$ cat src/rtl/audio_pkg.sv
// audio_pkg: shared FSM encoding, I2S channel constants and underrun counter width.
package audio_pkg;
  typedef enum logic [1:0] {S_IDLE, S_PRIME, S_LOAD, S_RUN} state_t;
  localparam logic I2S_LEFT = 1'b0;
  localparam logic I2S_RIGHT = 1'b1;
  localparam int UNDERRUN_W = 16;
endpackage

$ cat src/rtl/i2s_clk_gen.sv
// i2s_clk_gen: bclk divider, falling-edge strobe, bit counter and lrck for the I2S transmitter.
module i2s_clk_gen import audio_pkg::*; #(
  parameter int SLOT_BITS = 16,
  parameter int BCLK_DIV = 4,
  localparam int BW = $clog2(SLOT_BITS),
  localparam int DW = $clog2(BCLK_DIV + 1)
) (
  input  logic          clk,
  input  logic          rst,
  input  logic          run_i,
  output logic          bclk_o,
  output logic          lrck_o,
  output logic          fall_o,
  output logic          wrap_o,
  output logic [BW-1:0] bit_nxt_o
);
  logic [DW-1:0] div_q;
  logic [BW-1:0] bit_q;
  logic          bclk_q, lrck_q, tick;
  assign tick      = run_i && div_q == DW'(BCLK_DIV - 1);
  assign fall_o    = tick && bclk_q;
  assign wrap_o    = bit_q == BW'(SLOT_BITS - 1);
  assign bit_nxt_o = wrap_o ? '0 : bit_q + 1'b1;
  assign bclk_o    = bclk_q;
  assign lrck_o    = lrck_q;
  // Stopping the generator parks the bus with bclk low and the next slot left.
  always_ff @(posedge clk)
    if (rst || !run_i) begin
      div_q  <= '0;
      bclk_q <= 1'b0;
      bit_q  <= '0;
      lrck_q <= I2S_LEFT;
    end else begin
      div_q <= tick ? '0 : div_q + 1'b1;
      if (tick) bclk_q <= !bclk_q;
      if (fall_o) bit_q <= bit_nxt_o;
      if (fall_o && wrap_o) lrck_q <= !lrck_q;
    end
endmodule

$ cat src/rtl/audio_fifo_i2s_tx.sv
// audio_fifo_i2s_tx: drains interleaved L/R samples from the audio FIFO read port
// and serialises them as an I2S transmitter with underrun counting.
module audio_fifo_i2s_tx import audio_pkg::*; #(
  parameter int DATA_WIDTH = 16,
  parameter int LEVEL_WIDTH = 12,
  parameter int SLOT_BITS = 16,
  parameter int BCLK_DIV = 4,
  parameter int START_LEVEL = 4
) (
  input  logic                   rd_clk,
  input  logic                   rd_rst,
  input  logic                   enable,
  output logic                   fifo_rd_en,
  input  logic [DATA_WIDTH-1:0]  fifo_rd_data,
  input  logic                   fifo_rd_empty,
  input  logic [LEVEL_WIDTH-1:0] fifo_rd_water_level,
  output logic                   i2s_bclk,
  output logic                   i2s_lrck,
  output logic                   i2s_sdata,
  output logic                   underrun,
  output logic [UNDERRUN_W-1:0]  underrun_cnt,
  output logic                   busy
);
  localparam int BW = $clog2(SLOT_BITS);
  state_t                 state_q, state_d;
  logic [DATA_WIDTH-1:0]  hold_q;
  logic [SLOT_BITS-1:0]   slot_q, word;
  logic [UNDERRUN_W-1:0]  underrun_cnt_q;
  logic [BW-1:0]          bit_nxt;
  logic hold_v_q, pend_q, start_q, sdata_q, underrun_q;
  logic fall, wrap, slot_start, stop, starve, pref;
  i2s_clk_gen #(.SLOT_BITS(SLOT_BITS), .BCLK_DIV(BCLK_DIV)) u_clk (
    .clk(rd_clk), .rst(rd_rst), .run_i(state_q == S_RUN), .bclk_o(i2s_bclk), .lrck_o(i2s_lrck),
    .fall_o(fall), .wrap_o(wrap), .bit_nxt_o(bit_nxt)
  );
  // start_q stands in for the slot boundary at the very first left slot after LOAD.
  assign slot_start = start_q || (fall && wrap);
  assign stop       = fall && wrap && i2s_lrck == I2S_RIGHT && !enable;
  assign starve     = slot_start && !hold_v_q && !stop;
  assign pref       = fall && bit_nxt == BW'(SLOT_BITS - 1) && !hold_v_q && !pend_q && !fifo_rd_empty;
  assign word       = (hold_v_q ? SLOT_BITS'(hold_q) : '0) << (SLOT_BITS - DATA_WIDTH);
  assign i2s_sdata    = sdata_q;
  assign underrun     = underrun_q;
  assign underrun_cnt = underrun_cnt_q;
  assign busy         = state_q != S_IDLE;
  always_comb begin
    state_d    = state_q;
    fifo_rd_en = 1'b0;
    case (state_q)
      S_IDLE:  if (enable && !fifo_rd_empty && fifo_rd_water_level >= LEVEL_WIDTH'(START_LEVEL)) state_d = S_PRIME;
      S_PRIME: if (!fifo_rd_empty) begin
        fifo_rd_en = 1'b1;
        state_d    = S_LOAD;
      end
      S_LOAD:  state_d = S_RUN;
      S_RUN: begin
        fifo_rd_en = pref;
        if (stop) state_d = S_IDLE;
      end
      default: state_d = S_IDLE;
    endcase
    if (rd_rst) fifo_rd_en = 1'b0;
  end
  always_ff @(posedge rd_clk)
    if (rd_rst) begin
      state_q        <= S_IDLE;
      underrun_cnt_q <= '0;
    end else begin
      state_q <= state_d;
      if (starve && underrun_cnt_q != '1) underrun_cnt_q <= underrun_cnt_q + 1'b1;
    end
  // The shift register keeps the old LSB at the top after the last shift, giving the I2S one-bit delay.
  always_ff @(posedge rd_clk)
    if (rd_rst || stop || state_q == S_IDLE) begin
      hold_q     <= '0;
      hold_v_q   <= 1'b0;
      pend_q     <= 1'b0;
      start_q    <= 1'b0;
      slot_q     <= '0;
      sdata_q    <= 1'b0;
      underrun_q <= 1'b0;
    end else begin
      pend_q     <= fifo_rd_en;
      start_q    <= state_q == S_LOAD;
      underrun_q <= starve;
      if (pend_q) begin
        hold_q   <= fifo_rd_data;
        hold_v_q <= 1'b1;
      end else if (slot_start) hold_v_q <= 1'b0;
      if (slot_start || fall) begin
        sdata_q <= slot_q[SLOT_BITS-1];
        slot_q  <= slot_start ? word : slot_q << 1;
      end
    end
endmodule
$ cat config.mk
export PLATFORM = sky130hd
export DESIGN_NAME = audio_fifo_i2s_tx
export DESIGN_NICKNAME = d
export VERILOG_FILES = /design/src/rtl/audio_pkg.sv /design/src/rtl/i2s_clk_gen.sv /design/src/rtl/audio_fifo_i2s_tx.sv
export SDC_FILE = /design/constraint.sdc
export NUM_CORES = 1
export LEC_CHECK = 0
export BUFFER_PORTS_ARGS = -buffer_cell sky130_fd_sc_hd__buf_2
export CORE_ASPECT_RATIO = 1.5
export CORE_MARGIN = 4
export CORE_UTILIZATION = 50
export CTS_CLUSTER_SIZE = 8
export DETAILED_ROUTE_END_ITERATION = 16
export GPL_ROUTABILITY_DRIVEN = 0
export PLACE_DENSITY = 0.76
export SLEW_MARGIN = 15
export SYNTH_ARGS = -nofsm -noshare
export SYNTH_HDL_FRONTEND = slang
export SYNTH_SLANG_ARGS = --single-unit
$ cat constraint.sdc
create_clock -name rd_clk -period 2.1 [get_ports rd_clk]
set_input_delay 0.42 -clock rd_clk [delete_from_list [all_inputs] [get_ports rd_clk]]
set_output_delay 0.42 -clock rd_clk [all_outputs]
set_load 0.01 [all_outputs]
## Word level (Yosys, flattened, before mapping)

Index checks and enable logic that the tools add are counted.

| word-level totals | value |
|---|---|
| bits in registers | 64 |
| latch bits | 0 |
| bits in writable memories | 0 |
| bits in read-only memories | 0 |
| input bits | 32 |
| memories | 0 |

| cells by class | value |
|---|---|
| $add $sub $neg | 3 |
| multiply operators | 0 |
| div/mod/pow operators | 0 |
| magnitude comparators | 1 |
| eq/ne operators | 10 |
| shifts and indexed selects | 0 |
| multiplexer cells | 12 |
| bitwise gates (word level) | 0 |
| reduce and logical (&&, ||, !) cells | 32 |

Operators by type and width:

| cell | number |
|---|---|
| 2-to-1 mux 16 bit | 2 |
| adder 16 x 1 -> 16 bit, second input constant | 1 |
| != test 16 bit, second input constant | 1 |
| logical AND 1 bit | 14 |
| greater-or-equal comparator 12 x 3 -> 1 bit, second input constant | 1 |
| == test 4 bit, second input constant | 2 |
| logical NOT 1 bit | 8 |
| case mux 2 bit (4 select lines) | 1 |
| 2-to-1 mux 2 bit | 3 |
| != test 2 bit, second input constant | 3 |
| logical OR 1 bit | 5 |
| adder 4 x 1 -> 4 bit, second input constant | 1 |
| == test 2 bit, second input constant | 2 |
| 2-to-1 mux 1 bit | 4 |
| 2-to-1 mux 4 bit | 1 |
| nonzero test 2 bit | 2 |
| adder 3 x 1 -> 3 bit, second input constant | 1 |
| == test 3 x 2 -> 1 bit, second input constant | 1 |
| AND reduction 3 bit | 1 |
| == test 2 x 1 -> 1 bit, second input constant | 1 |
| logical NOT 2 bit | 1 |
| case mux 1 bit (2 select lines) | 1 |
| OR reduction 2 bit | 1 |

## Logic depth before layout (Yosys ltp)

| depth | value |
|---|---|
| word-level depth | 9 |
| gate-level depth with buffers | 9 |

## Cells and area by module

Synthesis repeated with hierarchy kept, for this count alone.

| unflattened totals | value |
|---|---|
| cells, all modules | 337 |
| area total of the unflattened synthesis | 2920.3 sq um |

Modules (own cells, without submodules):

| module | instances | cells each | area each (sq um) | sequential area each (sq um) |
|---|---|---|---|---|
| audio_fifo_i2s_tx | 1 | 291 | 2508.7 | 1101.1 |
| i2s_clk_gen | 1 | 46 | 411.6 | 180.2 |

## Worst setup path before layout

OpenSTA, ideal clock, no wires.

| timing path | value |
|---|---|
| kind | register to register |
| start point | register u_clk.div_q[0] |
| end point | register underrun_cnt_q[2] (netlist: underrun_cnt[2]) |
| library setup time | 121 ps |
| data arrival time | 1928 ps |
| data required time | 1979 ps |
| path slack | 51 ps |
| cell stages (with the launch flop) | 10 |
| buffers on the path | 2 |
| period minus slack after synthesis | 2049 ps |
| path through | dfxtp_1 -> ha_1 -> ha_1 -> and3_1 -> buf_6 -> a31oi_4 -> nand3_2 -> buf_2 -> nor2_1 -> mux2_2 |

| between the ends | value |
|---|---|
| longest elaborated chain between the ends | 9 |
| elaborated cells on any way between the ends | 11 |
| those cells by class | eq/ne: 1; reduce/logical: 10 |

Ends and longest elaborated chain:

| element | RTL line | text |
|---|---|---|
| start: declaration | i2s_clk_gen.sv:17 | `logic [DW-1:0] div_q;` |
| start signal: assignment | i2s_clk_gen.sv:34 | `div_q <= tick ? '0 : div_q + 1'b1;` |
| == test 3 x 2 -> 1 bit (*) | i2s_clk_gen.sv:20 | `assign tick = run_i && div_q == DW'(BCLK_DIV - 1);` |
| logical AND 1 bit (*) | i2s_clk_gen.sv:20 |  |
| logical AND 1 bit (*) | i2s_clk_gen.sv:21 | `assign fall_o = tick && bclk_q;` |
| logical AND 1 bit (*) | audio_fifo_i2s_tx.sv:37, audio_fifo_i2s_tx.sv:38 |  |
| logical AND 1 bit (2 in a row) | audio_fifo_i2s_tx.sv:38 | `assign stop = fall && wrap && i2s_lrck == I2S_RIGHT && !enable;` |
| logical NOT 1 bit | audio_fifo_i2s_tx.sv:39 | `assign starve = slot_start && !hold_v_q && !stop;` |
| logical AND 1 bit (*) | audio_fifo_i2s_tx.sv:39 |  |
| logical AND 1 bit (*) | audio_fifo_i2s_tx.sv:70 | `if (starve && underrun_cnt_q != '1) underrun_cnt_q <= underrun_cnt_q + 1'b1;` |
| end signal: assignment | audio_fifo_i2s_tx.sv:70 |  |
| end: declaration | audio_fifo_i2s_tx.sv:28 | `logic [UNDERRUN_W-1:0] underrun_cnt_q;` |

Every way passes the cells marked *; elsewhere a longest branch is shown, timed or not.
A chain may end at the register's enable or synchronous reset.

## Worst setup path after layout

| timing path | value |
|---|---|
| start point | register u_clk.bit_q[1] |
| end point | output fifo_rd_en |

| between the ends | value |
|---|---|
| longest elaborated chain between the ends | 9 |
| elaborated cells on any way between the ends | 10 |
| those cells by class | add/sub: 1; eq/ne: 2; mux: 3; reduce/logical: 4 |

Ends and longest elaborated chain:

| element | RTL line | text |
|---|---|---|
| start: declaration | i2s_clk_gen.sv:18 | `logic [BW-1:0] bit_q;` |
| start signal: assignment | i2s_clk_gen.sv:36 | `if (fall_o) bit_q <= bit_nxt_o;` |
| adder 4 x 1 -> 4 bit / == test 4 bit (equally long branches) | i2s_clk_gen.sv:23, i2s_clk_gen.sv:22 |  |
| 2-to-1 mux 4 bit (*) | i2s_clk_gen.sv:23 | `assign bit_nxt_o = wrap_o ? '0 : bit_q + 1'b1;` |
| == test 4 bit (*) | audio_fifo_i2s_tx.sv:40 | `assign pref = fall && bit_nxt == BW'(SLOT_BITS - 1) && !hold_v_q && !pend_q && !fifo_rd_empty;` |
| logical AND 1 bit (*) (4 in a row) | audio_fifo_i2s_tx.sv:40 |  |
| case mux 1 bit (2 select lines) (*) | audio_fifo_i2s_tx.sv:49 | `case (state_q)` |
| 2-to-1 mux 1 bit (*) | audio_fifo_i2s_tx.sv:62 | `if (rd_rst) fifo_rd_en = 1'b0;` |
| end: declaration | audio_fifo_i2s_tx.sv:13 | `output logic fifo_rd_en,` |

Marks and branches as above.

==> flow_summary_export.csv <==
group,metric,value,unit
critical_path,reg2reg_from,"u_clk.div_q[0]$_SDFF_PP0_",
clock_network,clock_latency,330,ps
pwr,powerDensity,880.0,nW/µm²
global_routing,grt_max_degree,36,
route,num_vias,2560,
synth,async_flop_share,0,%
critical_path,worst_setup_path_end_kind,"output pin",
global_routing,antenna_found_initial,0,
worst_hold_path,whs_endpoint,"state_q[1]$_SDFFE_PP0P_",
synth,synth_area_leaders,"dfxtp_1 44%, nor2_1 7.1%, mux2i_1 6.2%",
floorplanning,die_h,101.7,µm
sta,fmax,0.4544,GHz
synth,yosys_warnings,0,
synth,ys_seq_elements,64,
synth,synth_commonest_cells,"64 x dfxtp_1, 55 x nor2_1, 24 x and3_1, 20 x nor3_1, 19 x a211oi_1",
route,first_pass_iters,4,
clock_network,ctsLongestPathBuffers,2,
sta,finClkSkew,4.400,ps
floorplanning,dieArea,7166,µm²
sta,setup_viol,1,
sta,max_slew_margin,61.22,%
pwr,power,3.229,mW
status,outcome,"finished with violations",
sta,finalCritPeriodShare,104.8,%
clock_network,cts_root_buf,"clkbuf_8",
global_routing,gr-total-overflow,0,
sta,final.setup.worst_slack,-100.7,ps
synth,synth-seq-area-share,43.78,%
synth,synth-main-ff-cell,"dfxtp_1",
clock_network,cts_buffers,9,
worst_hold_path,min_path_cells,2,
layout,layout-drive-gt1-share,25.13,%
clock_network,h-tree-depth,3,
synth,syn_inst,333,
placed_design,port_buffers,51,
run,maxCapViolCount,0,
clock_network,cts_tree,"built",
sta,rsz0062_at_grt,"yes",
floorplanning,io_pins,54,
sta,fin_crit,2201,ps
layout,syn_to_final_growth,25.40,%
critical_path,ff2ff_setup_slack,80,ps
synth,synth_edf_count,0,
synth,yosys.area.top_type,"dfxtp_1",
sta,finalHoldViolCount,0,
placed_design,dp_slack,-95.24,ps
floorplanning,fp.dieW,70.47,µm
clock_network,cts_sinks,64,
clock_network,clk_pin_slew,70,ps
critical_path,arrival,1780,ps
placed_design,hpwlAfterDp,4332,µm
route,wire_per_inst,13.57,µm
worst_hold_path,hp-class,"primary input to register",
layout,nets,435,
pwr,leakagePower,1.486,nW
sta,worst-slew-pin-transition,581.7,ps
route,postRouteAntennaNets,0,
global_routing,grt_pass1_wl,10380,µm
floorplanning,core,5574,µm²
worst_hold_path,min-delay-start,"rd_rst",
critical_path,r2r_cells,7,
route,drc,0,
sta,holdWs,308.6,ps
route,routed_wl,6353,µm
synth,syn_area,2927,µm²
route,drt_iter0_markers,98,
synth,synth.most_common_cell,"dfxtp_1",
critical_path,required,1680,ps
synth,syn-num-nets,375,
critical_path,reg2reg_to,"underrun_cnt[8]$_SDFFE_PP0P_",
synth,yosysTopAreaCellShare,43.78,%
floorplanning,rows,33,
critical_path,crit_fanout,5,
critical_path,path_class,"register to output pin",
synth,syn_avg_cell_area,8.788,µm²
route,avgViaCountPerCell,5.470,
pwr,peakVddDrop,0.0005150,V
critical_path,start_kind,"register",
layout,n_antenna_cell,0,
global_routing,grt_pass1_vias,2482,
floorplanning,start_util,52.50,%
global_routing,grt_util_all_layers,17.89,%
sta,slew_violations,0,
synth,yosysUniqueCellTypes,43,
status,violations,"negative setup slack",
-- stage by stage --
step	instances	util, %	setup TNS, ps	cell area [µm²]
2_1_floorplan	333	-	0	2927
3_3_place_gp	449	59.33	-537.4	3307
3_5_place_dp	449	59.33	-843.3	3307
4_1_cts	465	64.65	-118.3	3603
5_1_grt	468	65.84	-217.3	3670
6_report	468	65.84	-100.7	3670
-- final cells by class --
class,count,area (µm²)
Sequential cell,64,1287
Fill cell,462,1904
Clock inverter,5,127.6
Timing Repair Buffer,67,400.4
Tap cell,70,87.58
Multi-Input combinational cell,241,1588
Inverter,10,37.54
Clock buffer,11,141.4
-- sequential cells by signal, indices dropped and copies added, names as in the netlist, 2 cells and up --
register	flops
hold_q	16
slot_q	16
state_q	2
u_clk.bit_q	4
u_clk.div_q	3
underrun_cnt	16
-- timing repair --
action                     4_1_cts  5_1_grt
resized for setup                5       14
gates cloned                     0        0
hold buffers                     0        0
setup endpoints to repair       18       10
setup buffers                    0        3
pin swaps                        1        6
-- worst max-delay path, stage by stage (launching register included) --
cell	delay (ps)
dfxtp_4	370
ha_4	180
a21oi_2	100
o21ai_1	60
o21a_1	150
nor4_4	300
o21a_1	160
buf_2	120
-- metal layers --
metal  share of wire [%]  wire [µm]  up-vias  track usage [%]
li1                    -          -     1317                -
met1                  41       2573     1170            19.31
met2                  54       3412       67            32.11
met3                 4.9        310        6            4.270
met4                0.91         58        0            9.440
met5                   0          0        -                0
-- layout by cell type (no fill, tap or decap), drive strengths merged, types with 11 or more instances in the layout --
cell type / instances
nor3: 20
mux2i: 18
a21oi: 15
buf: 67
nor2: 55
dfxtp: 64
clkbuf: 11
nand2: 12
a211oi: 19
nand3: 11
and3: 24
-- worst max-delay path by stage --
stage	start	to	slack, ps	cells past startpoint
after floorplan	u_clk.div_q[0]$_SDFF_PP0_	underrun_cnt[2]$_SDFFE_PP0P_	50	9
after global placement	u_clk.div_q[0]$_SDFF_PP0_	slot_q[5]$_SDFFE_PP0P_	-50	7
after detailed placement	u_clk.div_q[0]$_SDFF_PP0_	slot_q[12]$_SDFFE_PP0P_	-100	7
after CTS	u_clk.div_q[0]$_SDFF_PP0_	fifo_rd_en	-120	6
after global routing	u_clk.bit_q[1]$_SDFFE_PP0N_	fifo_rd_en	-200	7
final	u_clk.bit_q[1]$_SDFFE_PP0N_	fifo_rd_en	-100	7
-- cells by family after synthesis --
logic type      count (synthesis)  share of synthesized area, %
buf+inv                        28                         4.190
simple gates                  151                         25.87
mux                            19                         6.541
fa+ha+maj                      10                         4.275
flops                          64                         43.78
compound gates                 54                         13.25
xor+xnor                        7                         2.095
-- power breakdown --
| part | internal (mW) | switching, mW | total [mW] |
|---|---|---|---|
| clock network | 0.942 | 0.467 | 1.41 |
| registers | 1.25 | 0.0331 | 1.29 |
| logic | 0.216 | 0.319 | 0.535 |
| total | 2.41 | 0.819 | 3.23 |
(Power assumes the default switching activity.)
